$ cat src/rtl/beam_delay_scheduler.sv
// rtl/beam_delay_scheduler.sv - per-channel delay-table scan and delay-and-sum accumulator
// Optional: define BEAM_SIGNED_SAMPLES_EN to treat sample_in as two's complement.
module beam_delay_scheduler #(
    parameter int NUM_CHANNELS        = 8,
    parameter int NUMBER_OF_BITS      = 8,
    parameter int SAMPLES_BUFFER_SIZE = 10,
    localparam int IDX_W = $clog2(SAMPLES_BUFFER_SIZE) + 1,
    localparam int CH_W  = $clog2(NUM_CHANNELS),
    localparam int SUM_W = NUMBER_OF_BITS + CH_W
) (
    input  logic                      clk,
    input  logic                      reset,
    input  logic                      sample_tick,
    input  logic                      cfg_we,
    input  logic [CH_W-1:0]           cfg_ch,
    input  logic [IDX_W-1:0]          cfg_delay,
    output logic [CH_W-1:0]           ch_sel,
    output logic [IDX_W-1:0]          read_index,
    input  logic [NUMBER_OF_BITS-1:0] sample_in,
    output logic [SUM_W-1:0]          sum_out,
    output logic                      sum_valid,
    output logic                      busy,
    output logic                      overrun
);

    typedef enum logic [1:0] {IDLE, ISSUE, CAPTURE, DONE} state_t;

    localparam logic [IDX_W-1:0] MAX_DELAY = IDX_W'(SAMPLES_BUFFER_SIZE - 1);
    localparam logic [CH_W-1:0]  LAST_CH   = CH_W'(NUM_CHANNELS - 1);

    state_t           state;
    logic [CH_W-1:0]  k;
    logic [SUM_W-1:0] acc;
    logic [SUM_W-1:0] sample_ext;
    logic [IDX_W-1:0] cfg_clamped;
    logic [IDX_W-1:0] pend_tbl  [NUM_CHANNELS];
    logic [IDX_W-1:0] pend_next [NUM_CHANNELS];
    logic [IDX_W-1:0] act_tbl   [NUM_CHANNELS];

    assign cfg_clamped = (cfg_delay > MAX_DELAY) ? MAX_DELAY : cfg_delay;

`ifdef BEAM_SIGNED_SAMPLES_EN
    assign sample_ext = {{CH_W{sample_in[NUMBER_OF_BITS-1]}}, sample_in};
`else
    assign sample_ext = {{CH_W{1'b0}}, sample_in};
`endif

    // The snapshot taken on an accepted tick must see a same-cycle write.
    always_comb begin
        pend_next = pend_tbl;
        if (cfg_we) begin
            pend_next[cfg_ch] = cfg_clamped;
        end
    end

    always_ff @(posedge clk) begin
        if (reset) begin
            state      <= IDLE;
            k          <= '0;
            acc        <= '0;
            ch_sel     <= '0;
            read_index <= '0;
            sum_out    <= '0;
            sum_valid  <= 1'b0;
            busy       <= 1'b0;
            overrun    <= 1'b0;
            for (int i = 0; i < NUM_CHANNELS; i++) begin
                pend_tbl[i] <= '0;
                act_tbl[i]  <= '0;
            end
        end else begin
            pend_tbl  <= pend_next;
            sum_valid <= 1'b0;
            if (sample_tick && state != IDLE) begin
                overrun <= 1'b1;
            end
            case (state)
                IDLE: begin
                    if (sample_tick) begin
                        act_tbl <= pend_next;
                        acc     <= '0;
                        k       <= '0;
                        busy    <= 1'b1;
                        state   <= ISSUE;
                    end
                end
                ISSUE: begin
                    ch_sel     <= k;
                    read_index <= act_tbl[k];
                    state      <= CAPTURE;
                end
                CAPTURE: begin
                    acc <= acc + sample_ext;
                    if (k == LAST_CH) begin
                        state <= DONE;
                    end else begin
                        k     <= k + 1'b1;
                        state <= ISSUE;
                    end
                end
                DONE: begin
                    sum_out   <= acc;
                    sum_valid <= 1'b1;
                    busy      <= 1'b0;
                    state     <= IDLE;
                end
                default: state <= IDLE;
            endcase
        end
    end

endmodule
$ cat config.mk
export PLATFORM = sky130hd
export DESIGN_NAME = beam_delay_scheduler
export DESIGN_NICKNAME = d
export VERILOG_FILES = /design/src/rtl/beam_delay_scheduler.sv
export SDC_FILE = /design/constraint.sdc
export NUM_CORES = 1
export LEC_CHECK = 0
export CAP_MARGIN = 40
export CORE_MARGIN = 2
export CORE_UTILIZATION = 45
export CTS_BUF_LIST = sky130_fd_sc_hd__clkbuf_16
export DETAILED_ROUTE_END_ITERATION = 10
export PLACE_DENSITY_LB_ADDON = 0.3
export SLEW_MARGIN = 5
export SYNTH_ARGS = -nofsm -noshare
export SYNTH_HDL_FRONTEND = slang
export SYNTH_SLANG_ARGS = --single-unit
$ cat constraint.sdc
create_clock -name clk -period 1.9 [get_ports clk]
set_input_delay 0.19 -clock clk [delete_from_list [all_inputs] [get_ports clk]]
set_output_delay 0.19 -clock clk [all_outputs]
set_load 0.01 [all_outputs]
Word-level counts from Yosys, hierarchy flattened
Cells that the tools add are included.
- output and inout port bits: 22
- register bits after elaboration: 118
- logic and storage cells: 68
- bits of input ports: 20
- reductions and logical operators: 10
- $add $sub $neg: 2
- muxes and demuxes: 19
- bitwise gates (word level): 2
- order comparisons: 4
- equal/unequal tests: 6
- operator list (cell ; number):
    40-bit bitwise mux ; 1
    40-bit 2-to-1 mux ; 1
    11-bit one-hot mux with 2 select lines ; 1
    5-bit 2-to-1 mux ; 4
    5-bit binary-select mux with 3-bit select ; 1
    5-bit demux with 3-bit select ; 1
    11-bit by 8-bit adder with 11-bit output ; 1
    11-bit 2-to-1 mux ; 1
    4-bit greater-or-equal comparator, second input constant ; 2
    3-bit NOT with 4-bit output ; 2
    2-bit one-hot mux with 4 select lines ; 1
    3-bit 2-to-1 mux ; 2
    3-bit one-hot mux with 2 select lines ; 1
    2-bit AND reduction ; 3
    2-bit nonzero test ; 3
    5-bit by 4-bit > comparator with 1-bit output, second input constant ; 1
    2-bit == test, second input constant ; 2
    4-bit by 1-bit < comparator with 1-bit output, second input constant ; 1
    2-bit 2-to-1 mux ; 2
    2-bit inequality test, second input constant ; 2
    3-bit by 1-bit adder with 3-bit output, second input constant ; 1
    3-bit == test, second input constant ; 1
    3-bit AND reduction ; 1
    2-bit by 1-bit == test with 1-bit output, second input constant ; 1
    other kinds (4) ; 6

Depth between registers and ports, before layout
Gate-level depths: netlist of run 1.
- depth in word-level cells: 7
- gate-level depth with buffers: 7
- mapped depth without buffers: 7

Least setup slack after synthesis of run 1
OpenSTA, ideal clock, no wires.
- path kind: flip-flop to flip-flop
- start: reg acc[1]
- end: reg acc[9]
- clock period less this slack: 1.716 ns
- cell stages (with the launch flop): 7
- setup slack: 0.184 ns
- arrival: 1.593 ns
- library setup time: 0.123 ns
- path buffers: 0
- required time: 1.777 ns
- path through: dfxtp_1 ha_1 a21o_1 and4_1 nor3_2 o22ai_1 mux2_1
- word-level cells in the longest chain between the ends: 2
- ends and longest elaborated chain (item ; line ; RTL):
    start: declaration ; 33 ; logic [SUM_W-1:0] acc;
    start signal: assignment ; 93 ; acc <= acc + sample_ext;
    11-bit by 8-bit adder with 11-bit output ; 93 ;
    11-bit one-hot mux with 2 select lines ; 77 ; case (state)
Every way passes these cells.
A chain may end at the register's enable or synchronous reset.

Worst setup path in the final report of run 1
Same ends and word-level chain as after synthesis.

==> impl_results.md, run 1 <==
* Syn_nets at 567
* R2R Path Start: acc[1]
* Dpl cell area at 5610 µm²
* Hold path cells at 2
* # hold bufs at CTS at 0
* Maximum clock frequency at 548 MHz
* Setup Buffers After CTS at 0
* Seq cells post-synth at 118
* Status: finished clean
* Fin cells at 745
* Die Area at 11700 µm²
* Layer with the highest usage: met2
* Layout cell share with drive strength beyond 1 at 13.1%
* Detail Placement HPWL at 7.09 mm
* Post-synthesis async set-or-reset flop share at 0%
* CP Data Arrival Time at 2.12 ns
* Yosys warns at 0
* Reg2Reg Setup Slack at 0.07 ns
* Die Height at 108 µm
* GRT met2 Usage at 32.3%
* Slew margin rel. at 67.8%
* Hold crit path type: in -> reg
* Synth Instances at 536
* Initial Utilization at 45.7%
* Detail Route Antenna Nets at 0
* Hold path endpoint: state[1]
* Vias/cell at 5.28
* GP Congestion at 0.801
* Power Dens Cells at 977 nW/µm²
* # DRC at 0
* Post-route design area at 6160 µm²
* Met1 Track Usage GR at 25.2%
* GR met3 Demand/Resource at 5.91%
* Worst hold slack at 0.222 ns
* GRT Overall Usage at 19.8%
* Slew @ Worst Pin at 0.483 ns
* Reg2reg path depth at 6
* Initial antenna violation count at 0
* WL final at 10.9 mm
* WL per Instance at 14.6 µm
* Sink count of the clock tree at 118
* Crit. Startpoint: acc[1]
* Longest Clk Path Bufs at 2
* Hold_sp: reset
* H-tree Lvls at 4
* Total number of vias at 3931
* Final Hold Fails at 0
* FF-to-FF End: acc[9]
* RSZ-0062 raised after global routing: true
* First-pass GRT wire length at 17.9 mm
* Final-layout fill cell count at 936
* Max-cap violations at 0
* Top_reg_cell synth: dfxtp_1
* Syn Area/Cell at 9.12 µm²
* Worst clock skew at 0.00769 ns
* ANT cells at 0
* Worst vdd ir at 491 µV
* CP Max Fanout at 4
* CTS tree: built
* Final #Nets at 624
* Total Power at 6.02 mW
* Max-slew violation count at 0
* Post-synth EDFFs at 0
* Final Cycle Share at 96.1%
* Placed instance count at 714
* Sequential fraction of the synthesis area at 48.3%
* Die width at 108 µm
* Setup crit start kind: flop
* Vias in the first global route at 3779
* Setup violations, final at 0
* Port buffer count at 41
* Core Footprint at 10700 µm²
* Drt first-iter violations at 256
* Crit end category: flop
* Layout area overhead at 26.1%
* Drt first pass iters at 5
* Pleak at 2.22 nW
* Critical path type: reg -> reg
* Synth unique cells at 49
* Ports at 42
* Largest net degree at the start of global routing at 77
* Worst Path Required at 2.19 ns
* CTS Buf Count at 17
* Clk_lat worst skew at 0.41 ns
* Fin crit period at 1.83 ns
* Syn Std Cell Area at 4890 µm²
* Clock root buffer: clkbuf_16
* Rows at 38
* Gr ovfl total at 0
* CTS clk-pin slew, worst paths at 0.05 ns
-- Yosys cell counts, types with 2 or more instances --
library cell / n / share of area (%)
clkbuf_1: 23 / 1.8
mux4_2: 10 / 4.6
nor3_1: 4 / 0.41
and2_1: 5 / 0.64
buf_6: 3 / 0.69
a211oi_1: 26 / 4.0
ha_1: 10 / 2.6
nor2b_1: 11 / 1.4
nand2_1: 75 / 5.8
nand4b_1: 4 / 0.72
o21ai_0: 10 / 1.0
nor3b_1: 10 / 1.5
nand3_1: 7 / 0.72
a211oi_2: 2 / 0.51
nor2_1: 83 / 6.4
inv_1: 2 / 0.15
a22oi_1: 8 / 1.2
buf_1: 2 / 0.15
o31ai_1: 2 / 0.31
buf_2: 12 / 1.2
xnor2_1: 2 / 0.36
o21ai_1: 3 / 0.31
nand4_1: 2 / 0.26
a21o_1: 2 / 0.31
a21oi_1: 52 / 5.3
nand3b_1: 10 / 1.5
xor2_1: 2 / 0.36
dfxtp_1: 118 / 48
mux2i_1: 16 / 3.3
-- routing by layer --
layer | up-vias | part of all wire [%] | wire length (µm)
met5 | - | 0 | 0
li1 | 1984 | - | -
met3 | 6 | 5.7 | 621
met4 | 0 | 0.68 | 74
met1 | 1854 | 46 | 5020
met2 | 87 | 48 | 5180
-- cell usage in the layout (no fill, tap or decap), drive strengths merged, types with 11 or more instances in the layout --
cell type        n
dfxtp          118
nand2           75
buf             38
a211oi          28
clkbuf          17
nor2b           11
nor2            83
o21ai           13
clkdlybuf4s50   40
a21oi           52
mux2i           16
-- how the worst max path moves through the flow --
stage / to / slack [ns] / depth (start not counted)
detailed placement: acc[9] / -0.27 / 7
floorplan: acc[9] / 0.18 / 6
global route: acc[10] / -0.04 / 7
CTS: acc[9] / 0.01 / 6
global placement: acc[9] / -0.23 / 7
finish: acc[9] / 0.07 / 6
-- through the flow --
stage               util, %  setup TNS (ns)  setup WS [ns]
floorplan                 -               0          0.184
global placement       52.4          -0.878         -0.233
detailed placement     52.4           -1.06         -0.269
CTS                    57.5               0         0.0124
global route           57.6         -0.0964        -0.0429
finish                 57.6               0         0.0746
-- worst max-delay path: stages, from the launching register on --
cell and delay, ns:
dfxtp_1 0.31, ha_1 0.27, a21o_1 0.19, and4_1 0.23, nor3_4 0.25, o22ai_1 0.13
mux2_1 0.33
-- logic make-up after synthesis --
kind of cell             Yosys count  synth area share (%)
multiplexers                      27                  8.12
AND/OR/NAND/NOR                  223                  21.9
buffers and inverters             42                  3.99
AO/OA/AOI/OAI                    111                  14.0
adder cells (fa/ha/maj)           11                  2.97
XOR/XNOR                           4                 0.717
flip-flops                       118                  48.3
-- power breakdown --
group          switching [mW]  internal (mW)  leakage, nW
Combinational           0.273          0.223        0.998
Sequential             0.0350           2.55        0.957
Clock                    1.06           1.88        0.267
Total                    1.37           4.65         2.22
-- what timing repair did --
| action | in CTS | in global routing |
|---|---|---|
| gates resized for setup | 0 | 1 |
| setup endpoints to repair | 0 | 3 |
| endpoints found under the hold margin | 0 | 0 |
-- area by class of cell --
class / instances / area (µm²) / share of cell area, %
timing repair buffer: 78 / 736 / 11.9
tap: 140 / 175 / 2.84
clock buffer: 17 / 425 / 6.90
sequential: 118 / 2360 / 38.3
clock inverter: 14 / 120 / 1.95
multi-input combinational: 376 / 2340 / 37.9
inverter: 2 / 7.51 / 0.122
-- state kept, by name, summed over array words and instances, names as in the netlist --
name / count
sum_valid: 1
ch_sel: 3
act_tbl: 40
k: 3
busy: 1
sum_out: 11
overrun: 1
state: 2
acc: 11
read_index: 5
pend_tbl: 40
No activity file was read; power rests on OpenSTA's default activity.
==> run 2: changes to the inputs <==
Settings changed: MAX_ROUTING_LAYER set to met4.
==> run 2 against run 1 <==
Compared with the run above:
- wire length grew 0.36%
- setup slack lost 0.0041 ns
- clock-buffer cell count is the same
- clock skew shrank 0.0013 ns
- critical path depth grew 1
- clock power is essentially flat
- cell count is the same
- largest cell class unchanged
- highest routed layer unchanged
==> impl_results.md, run 2 (synthesis gave the netlist of run 1 again) <==
* Vias/cell at 5.29
* Final-layout fill cell count at 936
* Port buffer count at 41
* WL per Instance at 14.7 µm
* Slew margin rel. at 67.8%
* Largest registers: act_tbl (40), pend_tbl (40)
* Rows at 38
* Vias in the first global route at 3777
* Fin crit period at 1.83 ns
* Hold path cells at 2
* Die width at 108 µm
* Setup Buffers After CTS at 0
* Slew @ Worst Pin at 0.483 ns
* Layout cell share with drive strength beyond 1 at 13.1%
* # DRC at 0
* CP Data Arrival Time at 2.16 ns
* Max-slew violation count at 0
* Ports at 42
* FF-to-FF End: acc[10]
* Initial antenna violation count at 0
* Longest Clk Path Bufs at 2
* Max-cap violations at 0
* Drt first pass iters at 4
* Largest net degree at the start of global routing at 77
* CTS tree: built
* Setup WS pre-CTS at -0.269 ns
* Power Dens Cells at 977 nW/µm²
* Worst vdd ir at 490 µV
* Fin cells at 745
* H-tree Lvls at 4
* GRT Overall Usage at 20.4%
* Critical path type: reg -> reg
* Worst clock skew at 0.00642 ns
* Pleak at 2.22 nW
* Die Area at 11700 µm²
* Worst Path Required at 2.23 ns
* First-pass GRT wire length at 17.9 mm
* Sink count of the clock tree at 118
* Reg2Reg Setup Slack at 0.07 ns
* Detail Route Antenna Nets at 0
* CP Max Fanout at 4
* Final Cycle Share at 96.3%
* Core Footprint at 10700 µm²
* RSZ-0062 raised after global routing: true
* Final Hold Fails at 0
* Crit end category: flop
* ANT cells at 0
* Setup crit start kind: flop
* Gr ovfl total at 0
* Layout area overhead at 26.1%
* Setup TNS at 0 ns
* Status: finished clean
* Worst hold slack at 0.224 ns
* R2R Path Start: acc[3]
* Clock root buffer: clkbuf_16
* Final #Nets at 624
* Hold_sp: reset
* Die Height at 108 µm
* Setup violations, final at 0
* GP Congestion at 0.812
* Initial Utilization at 45.7%
* Commonest non-fill, non-tap cell in the layout: dfxtp_1
* Hold path endpoint: state[1]
* Reg2reg path depth at 7
* Detail Placement HPWL at 7.09 mm
* CTS clk-pin slew, worst paths at 0.05 ns
* Clk_lat worst skew at 0.41 ns
* Hold crit path type: in -> reg
* Total Power at 6.02 mW
* Setup slack after layout at 0.0704 ns
* Placed instance count at 714
* WL final at 10.9 mm
* Total number of vias at 3939
* Maximum clock frequency at 547 MHz
* CTS Buf Count at 17
* Drt first-iter violations at 271
* Commonest cells after routing, fill and taps aside: dfxtp_1 (118), nor2_1 (83), nand2_1 (75), a21oi_1 (52), clkdlybuf4s50_1 (40)
[run 2: cell counts in the layout (fill, tap and decap cells not counted)]
Identical to the previous run, type by type.
[run 2: per-stage QoR]
| step | area (µm²) | utilization, % |
|---|---|---|
| finish | 6160 | 57.6 |
| CTS | 6160 | 57.5 |
| global route | 6160 | 57.6 |
| detailed placement | 5610 | 52.4 |
| floorplan | 4890 | - |
| global placement | 5610 | 52.4 |
[run 2: layout make-up]
class | count | area (µm²) | area share [%]
repair buffers | 78 | 736 | 11.9
multi-input cells | 376 | 2340 | 37.9
flip-flops and latches | 118 | 2360 | 38.3
inverters | 2 | 7.51 | 0.122
well taps | 140 | 175 | 2.84
clock buffers | 17 | 425 | 6.90
clock inverters | 14 | 120 | 1.95
[run 2: worst max-delay path by stage]
stage,to,from,slack [ns],cells past startpoint
finish,acc[10],acc[3],0.07,7
global route,acc[10],acc[0],-0.04,7
CTS,acc[9],acc[3],0.01,6
detailed placement,acc[9],sample_in[1],-0.27,7
global placement,acc[9],sample_in[1],-0.23,7
floorplan,acc[9],acc[1],0.18,6
[run 2: where the power goes]
| group | switching, mW | internal [mW] |
|---|---|---|
| clock network | 1.07 | 1.88 |
| registers | 0.0352 | 2.55 |
| logic | 0.272 | 0.224 |
| total | 1.37 | 4.65 |
[run 2: worst max-delay path: stages, from the launching register on]
cell,delay [ns]
dfxtp_1,0.34
ha_1,0.36
a21oi_1,0.11
buf_4,0.15
a211oi_1,0.26
o2111ai_1,0.18
or2_1,0.23
a21oi_1,0.14
[run 2: routing by layer]
metal | GRT usage [%] | share of wire [%] | wire length (µm)
met1 | 25.3 | 46 | 5050
met2 | 32.3 | 48 | 5230
met3 | 5.73 | 4.8 | 522
met4 | 6.78 | 1.2 | 131
met5 | - | 0 | 0
[run 2: timing repair]
item,in CTS,in global routing
setup endpoints to repair,0,3
hold buffers,0,0
gates resized for setup,0,1
